<file path="src/rtl/traffic_pkg.sv">
// Shared encodings for the traffic-light controller and data path:
// light commands, time-select values, state codes and per-state decode helpers.
package traffic_pkg;

  localparam logic [1:0] LIGHT_RED    = 2'b00;
  localparam logic [1:0] LIGHT_YELLOW = 2'b01;
  localparam logic [1:0] LIGHT_GREEN  = 2'b10;

  localparam logic TIME_SEL_GREEN  = 1'b1;
  localparam logic TIME_SEL_YELLOW = 1'b0;

  // Codes 6 and 7 are unused and recover to ALL_RED_TO_NS.
  typedef enum logic [2:0] {
    NS_GREEN      = 3'd0,
    NS_YELLOW     = 3'd1,
    ALL_RED_TO_EW = 3'd2,
    EW_GREEN      = 3'd3,
    EW_YELLOW     = 3'd4,
    ALL_RED_TO_NS = 3'd5
  } state_t;

  function automatic logic is_green(input state_t s);
    return (s == NS_GREEN) || (s == EW_GREEN);
  endfunction

  function automatic logic is_yellow(input state_t s);
    return (s == NS_YELLOW) || (s == EW_YELLOW);
  endfunction

  function automatic logic is_all_red(input state_t s);
    return (s == ALL_RED_TO_EW) || (s == ALL_RED_TO_NS);
  endfunction

  function automatic logic [1:0] ns_cmd(input state_t s);
    case (s)
      NS_GREEN:  return LIGHT_GREEN;
      NS_YELLOW: return LIGHT_YELLOW;
      default:   return LIGHT_RED;
    endcase
  endfunction

  function automatic logic [1:0] ew_cmd(input state_t s);
    case (s)
      EW_GREEN:  return LIGHT_GREEN;
      EW_YELLOW: return LIGHT_YELLOW;
      default:   return LIGHT_RED;
    endcase
  endfunction

endpackage

</file>
<file path="src/rtl/traffic_fsm_controller_clearance_timer.sv">
// All-red clearance down counter: reloads to ALL_RED_CYCLES-1, counts down to
// zero and holds there; done is high while the count reads zero.
module clearance_timer #(
  parameter int ALL_RED_CYCLES = 1
) (
  input  logic clk,
  input  logic reset,
  input  logic load,
  output logic done
);

  localparam int CNT_W = (ALL_RED_CYCLES < 1) ? 1 : $clog2(ALL_RED_CYCLES + 1);
  localparam logic [CNT_W-1:0] RELOAD = CNT_W'(ALL_RED_CYCLES - 1);

  logic [CNT_W-1:0] count;

  always_ff @(posedge clk) begin
    if (reset || load) begin
      count <= RELOAD;
    end else if (count != '0) begin
      count <= count - CNT_W'(1);
    end
  end

  assign done = (count == '0);

endmodule

</file>
<file path="src/rtl/traffic_fsm_controller.sv">
// Traffic-light control FSM: sequences NS/EW green, yellow and all-red phases.
// Optional pedestrian early-yellow request is enabled by defining PED_REQ_EN.
module traffic_fsm_controller
  import traffic_pkg::*;
#(
  parameter int CLK_FREQ        = 50_000_000,
  parameter int ALL_RED_SECONDS = 1
) (
  input  logic       clk,
  input  logic       reset,
  input  logic       timer_zero,
`ifdef PED_REQ_EN
  input  logic       ped_req,
`endif
  output logic       load_enable,
  output logic       time_sel,
  output logic [1:0] ns_light_cmd,
  output logic [1:0] ew_light_cmd,
  output logic [2:0] phase
);

  localparam int ALL_RED_CYCLES = CLK_FREQ * ALL_RED_SECONDS;

  state_t state;
  state_t next_state;
  logic   entering;
  logic   armed;
  logic   arm_pend;
  logic   clr_load;
  logic   clr_done;
  logic   ped_pending;
  logic   ped_go;

  clearance_timer #(
    .ALL_RED_CYCLES(ALL_RED_CYCLES)
  ) u_clearance (
    .clk  (clk),
    .reset(reset),
    .load (clr_load),
    .done (clr_done)
  );

`ifdef PED_REQ_EN
  // A request raised in the last armed green cycle acts immediately.
  assign ped_go = ped_pending | ped_req;

  always_ff @(posedge clk) begin
    if (reset) begin
      ped_pending <= 1'b0;
    end else if (entering && is_yellow(next_state)) begin
      ped_pending <= 1'b0;
    end else begin
      ped_pending <= ped_pending | ped_req;
    end
  end
`else
  assign ped_pending = 1'b0;
  assign ped_go      = ped_pending;
`endif

  always_comb begin
    next_state = state;
    case (state)
      NS_GREEN:      if (armed && (timer_zero || ped_go)) next_state = NS_YELLOW;
      NS_YELLOW:     if (armed && timer_zero)             next_state = ALL_RED_TO_EW;
      ALL_RED_TO_EW: if (clr_done)                        next_state = EW_GREEN;
      EW_GREEN:      if (armed && (timer_zero || ped_go)) next_state = EW_YELLOW;
      EW_YELLOW:     if (armed && timer_zero)             next_state = ALL_RED_TO_NS;
      ALL_RED_TO_NS: if (clr_done)                        next_state = NS_GREEN;
      default:                                            next_state = ALL_RED_TO_NS;
    endcase
  end

  assign entering = (next_state != state);
  assign clr_load = entering && is_all_red(next_state);

  // Outputs are decoded from next_state so they change together with state.
  // armed rises on the third cycle of a state: timer_zero is stale until the
  // data-path counter has actually reloaded.
  always_ff @(posedge clk) begin
    if (reset) begin
      state        <= ALL_RED_TO_NS;
      load_enable  <= 1'b0;
      time_sel     <= TIME_SEL_YELLOW;
      ns_light_cmd <= LIGHT_RED;
      ew_light_cmd <= LIGHT_RED;
      phase        <= ALL_RED_TO_NS;
      armed        <= 1'b0;
      arm_pend     <= 1'b0;
    end else begin
      state        <= next_state;
      load_enable  <= entering && (is_green(next_state) || is_yellow(next_state));
      time_sel     <= is_green(next_state) ? TIME_SEL_GREEN : TIME_SEL_YELLOW;
      ns_light_cmd <= ns_cmd(next_state);
      ew_light_cmd <= ew_cmd(next_state);
      phase        <= next_state;
      if (entering) begin
        armed    <= 1'b0;
        arm_pend <= 1'b0;
      end else begin
        arm_pend <= 1'b1;
        armed    <= arm_pend;
      end
    end
  end

endmodule

</file>
<file path="config.mk">
export PLATFORM = sky130hd
export DESIGN_NAME = traffic_fsm_controller
export DESIGN_NICKNAME = d
export VERILOG_FILES = /design/src/rtl/traffic_pkg.sv /design/src/rtl/traffic_fsm_controller_clearance_timer.sv /design/src/rtl/traffic_fsm_controller.sv
export SDC_FILE = /design/constraint.sdc
export NUM_CORES = 1
export LEC_CHECK = 0
export ABC_AREA = 1
export BUFFER_PORTS_ARGS = -buffer_cell sky130_fd_sc_hd__buf_2
export CAP_MARGIN = 30
export CELL_PAD_IN_SITES_DETAIL_PLACEMENT = 1
export CELL_PAD_IN_SITES_GLOBAL_PLACEMENT = 1
export CORE_MARGIN = 5
export CORE_UTILIZATION = 35
export DETAILED_ROUTE_END_ITERATION = 6
export GPL_ROUTABILITY_DRIVEN = 0
export PLACE_DENSITY = 0.68
export SLEW_MARGIN = 20
export SYNTH_ARGS = -nofsm -noshare
export SYNTH_HDL_FRONTEND = slang
export SYNTH_HIERARCHICAL = 1
export SYNTH_SLANG_ARGS = --single-unit
</file>
<file path="constraint.sdc">
create_clock -name clk -period 6.35 [get_ports clk]
set_input_delay 0.635 -clock clk [delete_from_list [all_inputs] [get_ports clk]]
set_output_delay 0.635 -clock clk [all_outputs]
set_load 0.02 [all_outputs]
</file>
== Word level (Yosys, flattened, before mapping) ==
Cells that the tools add are included.
Operators by class
  add/subtract/negate cells: 1
  multiply operators: 0
  divide/modulo/power cells: 0
  order comparisons: 0
  equal/unequal tests: 11
  shift operators: 0
  mux-type cells: 11
  bitwise logic cells: 0
  reductions and logical operators: 13
Operator list (number)
  26-bit zero test: 1
  26-bit nonzero test: 1
  26-bit by 1-bit subtractor with 26-bit output (second input constant): 1
  3-bit two-way mux: 6
  3-bit one-hot mux with 6 select lines: 1
  3-bit by 2-bit == test with 1-bit output (second input constant): 4
  3-bit == test (second input constant): 4
  2-bit one-hot mux with 2 select lines: 2
  3-bit by 1-bit == test with 1-bit output (second input constant): 2
  3-bit zero test: 2
  1-bit logical OR: 5
  1-bit logical AND: 3
  3-bit inequality test: 1
  1-bit two-way mux: 2
  2-bit OR reduction: 1
Word-level totals
  flip-flop bits (word level): 37
  bits in latches: 0
  memory bits (writable): 0
  memory bits (read-only): 0
  bits of input ports: 3
  output and inout port bits: 9
  word-level logic and storage cells: 44
  memories: 0

== Depth between registers and ports, before layout ==
  depth in word-level cells: 7
  depth in mapped cells: 18
  gate-level depth less buffers: 17

== By module ==
Netlist, hierarchy kept.
Modules (own cells, without submodules)
  clearance_timer: times used 1, cells an instance 243, area each 1541.5 um^2, sequential area each 520.5 um^2
  traffic_fsm_controller: times used 1, cells an instance 66, area each 479.2 um^2, sequential area each 220.2 um^2

== Worst setup path after synthesis ==
No wires, ideal clock.
  path type: flip-flop to flip-flop
  start point: register u_clearance.count[0]
  end point: register u_clearance.count[10]
  setup time: 0.065 ns
  arrival time: 2.495 ns
  required time: 6.285 ns
  setup slack: 3.790 ns
  cell stages (with the launch flop): 18
  path buffers: 1
  period minus slack after synthesis: 2.560 ns
  path through: dfxtp_1 inv_1 ha_1 nand2_2 nor2_8 nand2_1 nor2_2 inv_1 o21ai_2 inv_2 nand2_2 nand2_1 a21oi_1 nor2_1 nor2_1 clkbuf_1 inv_1 nor2_1
Between the ends
  word-level cells in the longest chain between the ends: 7
  elaborated cells between the ends (all ways): 12
  those cells by class: 1 x add/sub; 3 x eq/ne; 3 x mux; 5 x reduce/logical
Ends and longest elaborated chain
  start: declaration: RTL line traffic_fsm_controller_clearance_timer.sv:15  | logic [CNT_W-1:0] count;
  start signal: assignment: RTL line traffic_fsm_controller_clearance_timer.sv:21  | count <= count - CNT_W'(1);
  26-bit zero test (*): RTL line traffic_fsm_controller_clearance_timer.sv:25  | assign done = (count == '0);
  via clr_done: RTL line traffic_fsm_controller.sv:30  | logic clr_done;
  3-bit two-way mux, on equally long branches: RTL line traffic_fsm_controller.sv:69, traffic_fsm_controller.sv:66
  3-bit one-hot mux with 6 select lines (*): RTL line traffic_fsm_controller.sv:63  | case (state)
  3-bit by 2-bit == test with 1-bit output / 3-bit == test (equally long branches): RTL line traffic_pkg.sv:31  | return (s == ALL_RED_TO_EW) || (s == ALL_RED_TO_NS);
  1-bit logical OR: RTL line traffic_pkg.sv:31
  1-bit logical AND (*): RTL line traffic_fsm_controller.sv:75  | assign clr_load = entering && is_all_red(next_state);
  via clr_load: RTL line traffic_fsm_controller.sv:29  | logic clr_load;
  1-bit logical OR (*): RTL line traffic_fsm_controller_clearance_timer.sv:18  | if (reset || load) begin
Mark *: on every way through the listed nets, which the timed path passes. The rest lies on a longest branch.
A chain may end at the register's enable or synchronous reset.

== Worst setup path after layout ==
  start point: register u_clearance.count[0]
  end point: register u_clearance.count[16]
Same word-level chain as after synthesis.

==> out/qor.yml <==
status: "complete, no violations"
yosysTopAreaCellShare_pct: 36.7
hpwl_um: 4170
tritoncts: "built"
grt_antenna_before_repair: 0
crit_path_end_kind: "register"
worst_slack_ns: 3.49
switchingPower_mw: 0.104
hp-start: "arm_pend"
fin_total_pwr_mw: 0.442
dieHeight_um: 86.0
synth_top_family_by_area: "simple AND/OR/NAND/NOR gates"
syn_avg_cell_area_um2: 6.54
min_to: "armed"
track_usage_pct: 15.8
synthSimpleGateAreaFrac_pct: 47.0
drt-met1-wl_um: 2790
drt-pass1-iter-count: 4
avgRoutedWirePerCell_um: 13.4
syn_inst: 309
ys_top_cells_by_count: "nand2_1, nor2_1, dfxtp_1"
synth_warnings: 6
grt_max_degree: 25
muxShareOfSynthArea_pct: 0
post-synth-top-count-cell: "nand2_1"
row_count: 27
start_util_pct: 36.3
nFillCells: 759
grt_pass1_wl_um: 9270
grt_remaining_overflow: 0
synthXorXnorAreaFrac_pct: 6.07
fp.coreArea_um2: 5570
vias: 1866
cts_buffer_depth: 2
crit_chain: "inv_1, ha_1, nand2_2, nor2_8, nand2_1, nor2_2, inv_1, o21ai_2, inv_2, nand2_2, nand2_1, a21oi_1, nor2_1, nor2_1, buf_4, inv_1, nor2_1"
first_global_vias: 1968
drcViolationCount: 0
final_hold_viol_count: 0
dr_wl_met3_um: 89
comb_power_share_pct: 2.7
ys_ff_latch: 37
seq_area_frac_synth_pct: 36.7
dp_slack_ns: 3.46
synth_fp_nets: 313
ctsResizeCount: 0
finClkSkew_ns: 0.00889
netlist_top_cells_area: "dfxtp_1, nand2_1, nor2_1"
postRouteAntennaNets: 0
crit_slowest_cell: "dfxtp_1"
wirelength_um: 5310
cts_max_level: 2
fin_cells: 397
r2r_end: "u_clearance/count[16]"
synth_compound_area_share_pct: 1.86
worstRegToRegCells: 17
die_area_um2: 7390
critical_path_class: "register to register"
ios: 12
io_buffers: 11
drtIter0Drc: 111
dr_wl_met2_um: 2360
vias_per_cell: 4.70
sw_frac_of_total_pct: 23.4
relSlewSlack_pct: 71.6
dieWidth_um: 86.0
path_delay_family: "simple AND/OR/NAND/NOR gates"
slowest_delay_ns: 0.33
hold_class: "register to register"
synth_fa_ha_area_share_pct: 0.619
cts.root.buffer_cell: "clkbuf_8"
drv_slew: 0
crit_buf_inv: 5
setup_violations: 0
dr.max_layer_used: "met4"
drv_cap: 0
fin_nets: 328
cellLeakagePower_nw: 1.10
place_inst: 389
async_flop_share_pct: 0
synth_area_um2: 2020
area_delta_synth_final_pct: 11.3
hold_depth: 2
path_clk_slew_ns: 0.08
worstMarginPinSlew_ns: 0.425
yosysUniqueCellTypes: 25
yosys.area.top_type: "dfxtp_1"
max_clock_freq_mhz: 349
critPathRequiredTime_ns: 6.58
p_int_mw: 0.338
crit_path_max_fanout: 20
start_kind: "register"
regToRegStartpoint: "u_clearance/count[0]"
rsz0062_at_grt: "false"
cts.sinks: 37
cts_hold_buf: 0
finalSetupTns_ns: 0
synth_flop_cell: "dfxtp_1"
ir_drop_v: 0.0000711
synth_edf_count: 0
seqPwrFrac_pct: 53.4
diodes: 0
clock_power_share_pct: 43.9
clk_latency_ns: 0.30
crit_arrival_ns: 3.10
r2r_setup_slack_ns: 3.49
layout-drive-gt1-share_pct: 12.9
cts_setup_buffers: 0
power_per_cell_area_nw_per_um2: 196
final.period_utilization_pct: 45.1
cts_made_buffers: 5
period_needed_ns: 2.86
[tightest hold or removal path, cell delays in order (launching register included)]
cell and delay [ns]:
dfxtp_1 0.30, inv_1 0.05, nor2_1 0.04
[registers in the layout (all words and copies together) (netlist names)]
name / flops
arm_pend: 1
time_sel: 1
state: 3
ew_light_cmd: 2
ns_light_cmd: 2
u_clearance/count: 26
load_enable: 1
armed: 1
[kinds of logic after synthesis]
kind of cell / count (synthesis)
compound gates: 6
xor+xnor: 14
fa+ha+maj: 1
buf+inv: 38
flops: 37
simple gates: 213
[worst max path at each step]
stage	from	cells past startpoint	slack, ns	to
floorplan	u_clearance/count[0]	17	3.79	u_clearance/count[10]
finish	u_clearance/count[0]	17	3.49	u_clearance/count[16]
CTS	u_clearance/count[0]	17	3.44	u_clearance/count[16]
global placement	u_clearance/count[0]	17	3.65	u_clearance/count[8]
global route	u_clearance/count[0]	17	3.10	u_clearance/count[16]
detailed placement	u_clearance/count[0]	17	3.46	u_clearance/count[16]
[layer usage]
layer / vias up / track usage (%)
li1: 981 / -
met4: 0 / 4.46
met5: - / 0
met3: 6 / 3.27
met1: 868 / 22.1
met2: 11 / 24.4
[cells in the final DEF, fill, tap and decap left out]
cell type	n
nand2_2	6
nor3b_2	1
xor2_1	8
o21ai_0	1
inv_6	1
nand3_2	1
nor2_4	3
buf_2	11
o21ai_2	2
inv_2	3
nand4_1	12
clkbuf_8	7
o21ai_1	1
xnor2_1	6
nor2_1	57
ha_1	1
nand4_4	1
dfxtp_1	37
nor3_1	1
nor2_2	4
nand2_1	108
nand3_1	18
inv_1	30
buf_4	1
nor2_8	1
a21oi_1	2
clkinv_1	1
[cell type report]
cell class | instances | area (um2) | share of cell area [%]
inverter | 34 | 128 | 5.68
multi-input combinational | 234 | 1120 | 49.9
sequential | 37 | 741 | 32.9
tap | 72 | 90.1 | 4.01
clock inverter | 1 | 8.76 | 0.390
timing repair buffer | 12 | 62.6 | 2.78
clock buffer | 7 | 96.3 | 4.28
[through the flow]
step                      instance area (um2)  utilization (%)  hold slack, ns
after floorplan                          2020                -           0.394
after global placement                   2140             38.5           0.408
after detailed placement                 2140             38.5           0.426
after CTS                                2250             40.3           0.438
after global routing                     2250             40.3           0.450
final                                    2250             40.3           0.427
[power by group through the flow]
stage	combinational (mW)	clock (mW)	sequential (mW)
after global placement	0.0119	0	0.241
after floorplan	0.00830	0	0.241
after CTS	0.0123	0.199	0.236
after detailed placement	0.0122	0	0.241
final	0.0120	0.194	0.236
after global routing	0.0140	0.210	0.236
Power figures use the tool's default switching activity.
